### src/rtl/ex_muldiv_sequencer.sv
// ---------------------------------------------------------------------------
// ex_muldiv_sequencer
//   Iterative RV32M multiply/divide unit sitting beside the EX-stage ALU.
//   An M-extension op in EX stalls the pipeline while a shift-add multiply
//   or a restoring divide runs for XLEN cycles. The result is then held
//   until the pipeline advances. A flush aborts an in-flight op.
//
// Ports
//   clk      in   clock, rising edge
//   rst      in   synchronous active-high reset
//   start    in   EX holds a valid M op (held high while stalled)
//   funct3   in   MUL/MULH/MULHSU/MULHU/DIV/DIVU/REM/REMU
//   a, b     in   forwarded rs1 / rs2 data
//   advance  in   pipeline latches EX->MEM at this edge
//   flush    in   branch recovery, kill the EX instruction
//   stall_ex out  hold IF/ID/EX (combinational)
//   busy     out  multiply or divide iterations in progress
//   done     out  result valid
//   result   out  registered result
// ---------------------------------------------------------------------------
module ex_muldiv_sequencer #(
    parameter int XLEN = 32
) (
    input  logic            clk,
    input  logic            rst,
    input  logic            start,
    input  logic [2:0]      funct3,
    input  logic [XLEN-1:0] a,
    input  logic [XLEN-1:0] b,
    input  logic            advance,
    input  logic            flush,
    output logic            stall_ex,
    output logic            busy,
    output logic            done,
    output logic [XLEN-1:0] result
);

    localparam int CW = $clog2(XLEN) + 1;
    localparam logic [CW-1:0] LAST = CW'(XLEN - 1);
    localparam logic [XLEN-1:0] SMIN = {1'b1, {(XLEN-1){1'b0}}};

    typedef enum logic [1:0] {S_IDLE, S_MUL, S_DIV, S_DONE} state_t;

    state_t          state_q, state_d;
    logic [CW-1:0]   cnt_q, cnt_d;
    // hi: upper accumulator (mul) or partial remainder (div), one spare bit
    logic [XLEN:0]   hi_q, hi_d;
    // lo: multiplier shifting out (mul) or dividend/quotient (div)
    logic [XLEN-1:0] lo_q, lo_d;
    // opnd: multiplicand (mul) or divisor (div)
    logic [XLEN-1:0] opnd_q, opnd_d;
    logic [XLEN-1:0] result_q, result_d;
    logic [2:0]      f3_q, f3_d;
    logic            neg_q, neg_d;
    logic            busy_q, busy_d;
    logic            done_q, done_d;

    // operand decode at accept time
    logic            sgn_a, sgn_b, is_div, is_rem, div_zero, div_ovf;
    logic [XLEN-1:0] abs_a, abs_b;

    // multiply step
    logic [XLEN:0]     mul_add;
    logic [2*XLEN-1:0] prod, prod_fix;

    // divide step
    logic [XLEN:0]   rem_sh, rem_trial, div_hi;
    logic            div_ge;
    logic [XLEN-1:0] div_lo, quo_fix, rem_fix;

    always_comb begin
        sgn_a  = (funct3 == 3'b000) || (funct3 == 3'b001) || (funct3 == 3'b010) ||
                 (funct3 == 3'b100) || (funct3 == 3'b110);
        sgn_b  = (funct3 == 3'b000) || (funct3 == 3'b001) ||
                 (funct3 == 3'b100) || (funct3 == 3'b110);
        is_div = funct3[2];
        is_rem = funct3[2] & funct3[1];
        abs_a  = (sgn_a && a[XLEN-1]) ? -a : a;
        abs_b  = (sgn_b && b[XLEN-1]) ? -b : b;
        div_zero = is_div && (b == '0);
        div_ovf  = is_div && !funct3[0] && (a == SMIN) && (b == '1);

        // add-then-shift: product so far sits in {mul_add, lo[XLEN-1:1]}
        mul_add  = lo_q[0] ? (hi_q + {1'b0, opnd_q}) : hi_q;
        prod     = {mul_add, lo_q[XLEN-1:1]};
        prod_fix = neg_q ? -prod : prod;

        rem_sh    = {hi_q[XLEN-1:0], lo_q[XLEN-1]};
        rem_trial = rem_sh - {1'b0, opnd_q};
        div_ge    = rem_sh >= {1'b0, opnd_q};
        div_hi    = div_ge ? rem_trial : rem_sh;
        div_lo    = {lo_q[XLEN-2:0], div_ge};
        quo_fix   = neg_q ? -div_lo : div_lo;
        rem_fix   = neg_q ? -div_hi[XLEN-1:0] : div_hi[XLEN-1:0];
    end

    always_comb begin
        state_d  = state_q;
        cnt_d    = cnt_q;
        hi_d     = hi_q;
        lo_d     = lo_q;
        opnd_d   = opnd_q;
        result_d = result_q;
        f3_d     = f3_q;
        neg_d    = neg_q;

        if (flush) begin
            state_d = S_IDLE;
            cnt_d   = '0;
        end else begin
            case (state_q)
                S_IDLE: if (start) begin
                    f3_d   = funct3;
                    cnt_d  = '0;
                    hi_d   = '0;
                    neg_d  = is_rem ? (sgn_a & a[XLEN-1])
                                    : ((sgn_a & a[XLEN-1]) ^ (sgn_b & b[XLEN-1]));
                    lo_d   = is_div ? abs_a : abs_b;
                    opnd_d = is_div ? abs_b : abs_a;
                    if (div_zero) begin
                        result_d = funct3[1] ? a : '1;
                        state_d  = S_DONE;
                    end else if (div_ovf) begin
                        result_d = funct3[1] ? '0 : SMIN;
                        state_d  = S_DONE;
                    end else begin
                        state_d = is_div ? S_DIV : S_MUL;
                    end
                end
                S_MUL: begin
                    hi_d  = {1'b0, prod[2*XLEN-1:XLEN]};
                    lo_d  = prod[XLEN-1:0];
                    cnt_d = cnt_q + 1'b1;
                    if (cnt_q == LAST) begin
                        result_d = (f3_q[1:0] == 2'b00) ? prod_fix[XLEN-1:0]
                                                       : prod_fix[2*XLEN-1:XLEN];
                        state_d  = S_DONE;
                    end
                end
                S_DIV: begin
                    hi_d  = div_hi;
                    lo_d  = div_lo;
                    cnt_d = cnt_q + 1'b1;
                    if (cnt_q == LAST) begin
                        result_d = f3_q[1] ? rem_fix : quo_fix;
                        state_d  = S_DONE;
                    end
                end
                S_DONE: if (advance) begin
                    // start is ignored here so a held-over op is not re-issued
                    state_d = S_IDLE;
                    cnt_d   = '0;
                end
                default: state_d = S_IDLE;
            endcase
        end

        busy_d = (state_d == S_MUL) || (state_d == S_DIV);
        done_d = (state_d == S_DONE);
    end

    always_ff @(posedge clk) begin
        if (rst) begin
            state_q  <= S_IDLE;
            cnt_q    <= '0;
            hi_q     <= '0;
            lo_q     <= '0;
            opnd_q   <= '0;
            result_q <= '0;
            f3_q     <= '0;
            neg_q    <= 1'b0;
            busy_q   <= 1'b0;
            done_q   <= 1'b0;
        end else begin
            state_q  <= state_d;
            cnt_q    <= cnt_d;
            hi_q     <= hi_d;
            lo_q     <= lo_d;
            opnd_q   <= opnd_d;
            result_q <= result_d;
            f3_q     <= f3_d;
            neg_q    <= neg_d;
            busy_q   <= busy_d;
            done_q   <= done_d;
        end
    end

    // DONE releases the stall so EX can move on
    assign stall_ex = start & (state_q != S_DONE) & ~flush & ~rst;
    assign busy     = busy_q;
    assign done     = done_q;
    assign result   = result_q;

endmodule
### config.mk
export PLATFORM = sky130hd
export DESIGN_NAME = ex_muldiv_sequencer
export DESIGN_NICKNAME = d
export VERILOG_FILES = /design/src/rtl/ex_muldiv_sequencer.sv
export SDC_FILE = /design/constraint.sdc
export NUM_CORES = 1
export LEC_CHECK = 0
export ABC_AREA = 1
export CAP_MARGIN = 0
export CORE_ASPECT_RATIO = 0.6
export CORE_UTILIZATION = 45
export DETAILED_ROUTE_END_ITERATION = 6
export MAX_ROUTING_LAYER = met4
export SLEW_MARGIN = 20
export SYNTH_ARGS = -nofsm -noshare
export SYNTH_HDL_FRONTEND = slang
export SYNTH_SLANG_ARGS = --single-unit
### constraint.sdc
create_clock -name clk -period 7.1 [get_ports clk]
set_input_delay 1.065 -clock clk [delete_from_list [all_inputs] [get_ports clk]]
set_output_delay 1.065 -clock clk [all_outputs]
set_load 0.02 [all_outputs]
**Word level (Yosys, flattened, before mapping)**

Index checks and enable logic that the tools add are counted.
W data, S select, Z words.

- Bits in registers: 142
- Input port bits: 72
- Output and inout port bits: 35

- Add/subtract/negate cells: 8
- $lt $le $gt $ge: 1
- Eq/ne operators: 19
- Mux-type cells: 35
- Bitwise gates (word level): 9
- Reductions and logical operators: 25

Operators with widths:

| cell | count |
|---|---|
| $mux W32 | 16 |
| $pmux W32 S3 | 2 |
| $neg A32 Y32 | 4 |
| $mux W33 | 3 |
| $pmux W33 S3 | 1 |
| $eq A32 B32 Y1 const B | 2 |
| $mux W64 | 1 |
| $neg A64 Y64 | 1 |
| $add A33 B32 Y33 | 1 |
| $ge A33 B32 Y1 | 1 |
| $sub A33 B32 Y33 | 1 |
| $logic_not A32 Y1 | 1 |
| $pmux W6 S3 | 1 |
| $mux W2 | 7 |
| $mux W6 | 2 |
| $ne A2 B2 Y1 const B | 5 |
| $eq A2 B2 Y1 const B | 4 |
| $logic_or A1 B1 Y1 | 7 |
| $add A6 B1 Y6 const B | 1 |
| $and A1 B1 Y1 | 6 |
| $eq A3 B3 Y1 const B | 2 |
| $eq A6 B5 Y1 const B | 1 |
| $logic_and A1 B1 Y1 | 6 |
| $pmux W2 S3 | 1 |
| other kinds (15) | 20 |

**Depth between registers and ports, before layout**

- Word-level depth: 11
- Gate-level depth with buffers: 30
- Depth with buffers taken out: 29

**Worst setup path after synthesis**

Ideal clock, no wire load.

- Kind: input port to flip-flop
- Start: input port b[1]
- End: register result_q[29] (netlist: result[29])
- Arrival: 3193 ps
- Data required time: 7031 ps
- Setup slack: 3839 ps
- Stages on the path: 20
- Path through: inv_1 -> ha_1 -> nand2_1 -> nor3_2 -> nand3_1 -> inv_1 -> nand2_1 -> inv_1 -> nand2_1 -> nor3_1 -> nand3b_1 -> nand3b_1 -> nand3_1 -> nand3_2 -> inv_2 -> nand2_2 -> buf_2 -> a21oi_1 -> nand2_1 -> a21oi_2

- Word-level cells in the longest chain between the ends: 5
- Elaborated cells on any way between the ends: 9
- Those cells by class: eq/ne (2); mux (3); reduce/logical (4)

RTL lines:

| item | RTL line | source |
|---|---|---|
| start: declaration | 29 | `input logic [XLEN-1:0] b,` |
| $logic_not A32 Y1 | 80 | `div_zero = is_div && (b == '0);` |
| $logic_and A1 B1 Y1 | 80 |  |
| $mux W32 | 120 | `if (div_zero) begin` |
| $mux W32 | 112 | `S_IDLE: if (start) begin` |
| $pmux W32 S3 | 111 | `case (state_q)` |
| end signal: assignment | 180 | `result_q <= result_d;` |
| end: declaration | 52 | `logic [XLEN-1:0] result_q, result_d;` |

Parallel ways exist; a longest one is shown, timed or not. The select of a mux whose other input is x is not followed.
A chain may end at the register's enable or synchronous reset.

**Final worst setup path**

- Start: register opnd_q[26]
- End: register result_q[30] (netlist: result[30])

- Word-level cells in the longest chain between the ends: 7
- Elaborated cells on any way between the ends: 16
- Those cells by class: add/sub (5); order compare (1); mux (10)

RTL lines:

| item | RTL line | source |
|---|---|---|
| start: declaration | 51 | `logic [XLEN-1:0] opnd_q, opnd_d;` |
| start signal: assignment | 179 | `opnd_q <= opnd_d;` |
| $add A33 B32 Y33, or another cell as far along | 84 | `mul_add = lo_q[0] ? (hi_q + {1'b0, opnd_q}) : hi_q;` |
| $mux W33, on equally long branches | 84, 91 |  |
| $neg A64 Y64 / $neg A32 Y32 (equally long branches) | 86, 94 |  |
| $mux W64 / $mux W32 (equally long branches) | 86, 94 |  |
| $mux W32, on equally long branches | 135, 145 |  |
| $mux W32, on equally long branches | 134, 144 |  |
| $pmux W32 S3 (*) | 111 |  |

Every way passes the cells marked *; elsewhere a longest branch is shown, timed or not. The select of a mux whose other input is x is not followed.

==> impl_metrics.yaml <==
status:
  status: "finished clean"
clock_tree:
  ctsHoldBuffers: 0
  cts.sinks: 142
  path_clk_slew_ns: 0.08
  insertion_delay_ns: 0.48
  post_cts_resized: 0
  clock_path_buffers: 2
  cts_root_buf: "clkbuf_16"
  postCtsSetupBuffers: 0
  cts_buffers: 17
  htreeDepth: 4
  cts_tree: "done"
detailed_routing:
  wl_per_cell_um: 23.99
  wirelength_mm: 96.97
  viasPerCell: 6.139
  initialDrtViolationCount: 4397
  drtAntennaViolNets: 0
  first_pass_iters: 6
  vias: 24818
  drc: 0
grt:
  grt_antenna_before_repair: 5
  grt_max_degree: 70
  grt_pass1_wl_mm: 139.5
  grt_pass1_vias: 21067
  grt_overflow: 0
  track_usage_pct: 45.71
yosys:
  ys_seq_area_share_pct: 15.11
  syn_area_um2: 18820
  syn-num-nets: 3594
  yosys_warnings: 0
  postSynthCellCount: 3444
  netlist_top_cells_area: "nand2_1 21%, dfxtp_1 15%, inv_1 9.4%"
  syn_area_per_cell_um2: 5.464
  synthArstFlopShare_pct: 0
  ys_types: 61
  synth_edf_count: 0
  synth_top_area_cell: "nand2_1"
  yosysTopAreaCellShare_pct: 21.06
  synth-main-ff-cell: "dfxtp_1"
  ys_seq_elements: 142
job:
  drv_cap: 0
placed_design:
  detailed_place.area_um2: 20230
  numPortBuffers: 106
  routabilityCongestion: 1.144
  dp_hpwl_mm: 78.67
  dp.cells: 4005
worst_setup_path:
  r2r-end: "result[30]"
  critPathLaunchType: "register"
  crit_path_end_kind: "register"
  timing.rr.start: "opnd_q[26]"
  critPathKind: "reg -> reg"
  crit_path_end: "result[30]"
  critPathLaunch: "opnd_q[26]"
  cp_max_fo: 20
  r2r_slack_ns: 1.94
  r2r_cells: 24
  required_ns: 7.44
  arrival_ns: 5.50
power_and_ir_drop:
  seqPwrFrac_pct: 24.8
  leakagePower_nw: 10.00
  p_total_mw: 3.586
  pwr_density_cell_nw_per_um2: 171.7
  p_sw_share_pct: 49.26
  pwr-share-clk_pct: 28.8
  vdd_drop_max_uv: 144.3
  internal-power_mw: 1.820
  p_switching_mw: 1.766
  p_comb_share_pct: 46.4
floorplan:
  core-area_um2: 40870
  die_w_um: 266.0
  die_area_um2: 42670
  start_util_pct: 46.05
  ios: 107
  die_h_um: 160.4
  rows: 57
sta:
  fmax_ghz: 0.1937
  slew_headroom_pct: 20.92
  period_share_pct: 72.72
  maxSlewViolCount: 0
  tightestPinTransition_ns: 1.182
  setup_tns_ns: 0
  setup_viol: 0
  grt_setup_unrepaired: "false"
  skew_ns: 0.01867
  hold_viol: 0
  finalCriticalPeriod_ns: 5.163
finish:
  fin_nets: 3614
  final_util_pct: 51.11
  fin_cells: 4043
  final_cell_area_um2: 20890
  drive_above_1_share_pct: 5.091
  syn_to_final_growth_pct: 10.98
worst_hold_path:
  hold_path.class: "reg -> reg"
[flip-flops by register name (all words and copies together) (netlist names)]
name     count
state_q      2
lo_q        32
cnt_q        6
busy         1
opnd_q      32
result      32
hi_q        33
f3_q         2
neg_q        1
done         1
[per-stage QoR]
| step | setup slack, ns | hold WS, ns |
|---|---|---|
| global placement | 1.935 | 0.4606 |
| CTS | 2.252 | 0.4723 |
| detailed placement | 1.783 | 0.4616 |
| finish | 1.937 | 0.4758 |
| global route | 1.699 | 0.4911 |
| floorplan | 3.839 | 0.4487 |
[power by group through the flow]
stage	Clock (mW)	Sequential, mW	Combinational, mW
6_report	1.03	0.890	1.66
4_1_cts	1.03	0.885	1.55
2_1_floorplan	0	0.879	0.993
3_5_place_dp	0	0.903	1.54
3_3_place_gp	0	0.902	1.53
5_1_grt	1.06	0.892	1.75
[layer usage]
layer  global-route usage [%]  routed length (um)
met3                    25.79               19060
met2                    49.76               31930
met1                    67.63               43880
met4                    9.953                2098
met5                        -                   0
[synthesized netlist by cell type, types with 4 or more instances]
master,count
buf_6,6
o211ai_1,56
clkbuf_1,96
o221ai_1,5
nand2_2,24
buf_2,11
a21oi_2,5
a31oi_1,32
o21ai_0,125
nand4_1,53
a22oi_1,6
clkinv_1,4
buf_1,21
nand2_1,1056
o22ai_1,16
o21ai_1,12
o21bai_1,14
nor2_2,17
inv_1,472
a221oi_1,57
dfxtp_1,142
a21oi_1,198
and2_1,6
o2111ai_1,9
nor3b_1,5
nand3b_1,22
xor2_1,75
nor2_1,364
nand3_2,15
nor4_1,11
nor3_1,58
inv_2,10
nand3_1,297
xnor2_1,10
nor2_4,4
ha_1,76
or2_2,17
[worst max-delay path, stage by stage, from the launching register on]
cell and delay (ns):
dfxtp_1 0.41, inv_1 0.06, ha_1 0.39, nand2_1 0.10
nor2_1 0.37, nand2_1 0.27, nor2_1 0.21, nand2_2 0.45
nand2_4 0.46, nand2_1 0.12, o21ai_2 0.15, ha_1 0.22
inv_1 0.06, nor2_1 0.12, nand2_2 0.11, nor2_1 0.39
nand3_1 0.35, nand2_1 0.23, nand2_1 0.07, nand2_1 0.06
nand3_1 0.06, nand2_1 0.08, nand2_1 0.08, nand2_1 0.09
a21oi_2 0.05
[cells in the final DEF (no fill, tap or decap), types with 24 or more instances in the layout]
cell / n
xor2_1: 75
buf_4: 33
ha_1: 76
a21oi_1: 198
nor3_1: 56
nor2_1: 363
o211ai_1: 56
dfxtp_1: 141
a221oi_1: 57
a31oi_1: 32
nand3_1: 297
nand4_1: 53
clkdlybuf4s50_1: 104
nand2_1: 1056
inv_1: 471
o21ai_0: 124
nand2_2: 24
[layout make-up]
class	count	area, um^2
Tap cell	560	700.7
Antenna cell	6	15.01
Clock inverter	14	191.4
Clock buffer	18	439.2
Multi-Input combinational cell	2678	13570
Fill cell	4404	19980
Timing Repair Buffer	138	1294
Inverter	487	1832
Sequential cell	142	2846
[cell families (layout without fill, tap and decap cells)]
group | count (synthesis) | count (layout) | share of synthesized area, %
AND/OR/NAND/NOR | 1960 | 1960 | 44.74
adder cells (fa/ha/maj) | 78 | 78 | 5.266
buffers and inverters | 624 | 657 | 12.90
XOR/XNOR | 85 | 85 | 3.956
AO/OA/AOI/OAI | 555 | 555 | 18.03
other | 0 | 6 | 0
flip-flops | 142 | 142 | 15.11
[how the worst min path moves through the flow]
stage                from    endpoint  slack [ns]  cells past startpoint
6_report       result[17]  result[17]        0.48                      2
5_1_grt        result[24]  result[24]        0.49                      2
4_1_cts        result[24]  result[24]        0.47                      2
3_5_place_dp   result[24]  result[24]        0.46                      2
3_3_place_gp   result[23]  result[23]        0.46                      2
2_1_floorplan    cnt_q[2]    cnt_q[2]        0.45                      2
Power figures use the tool's default switching activity.
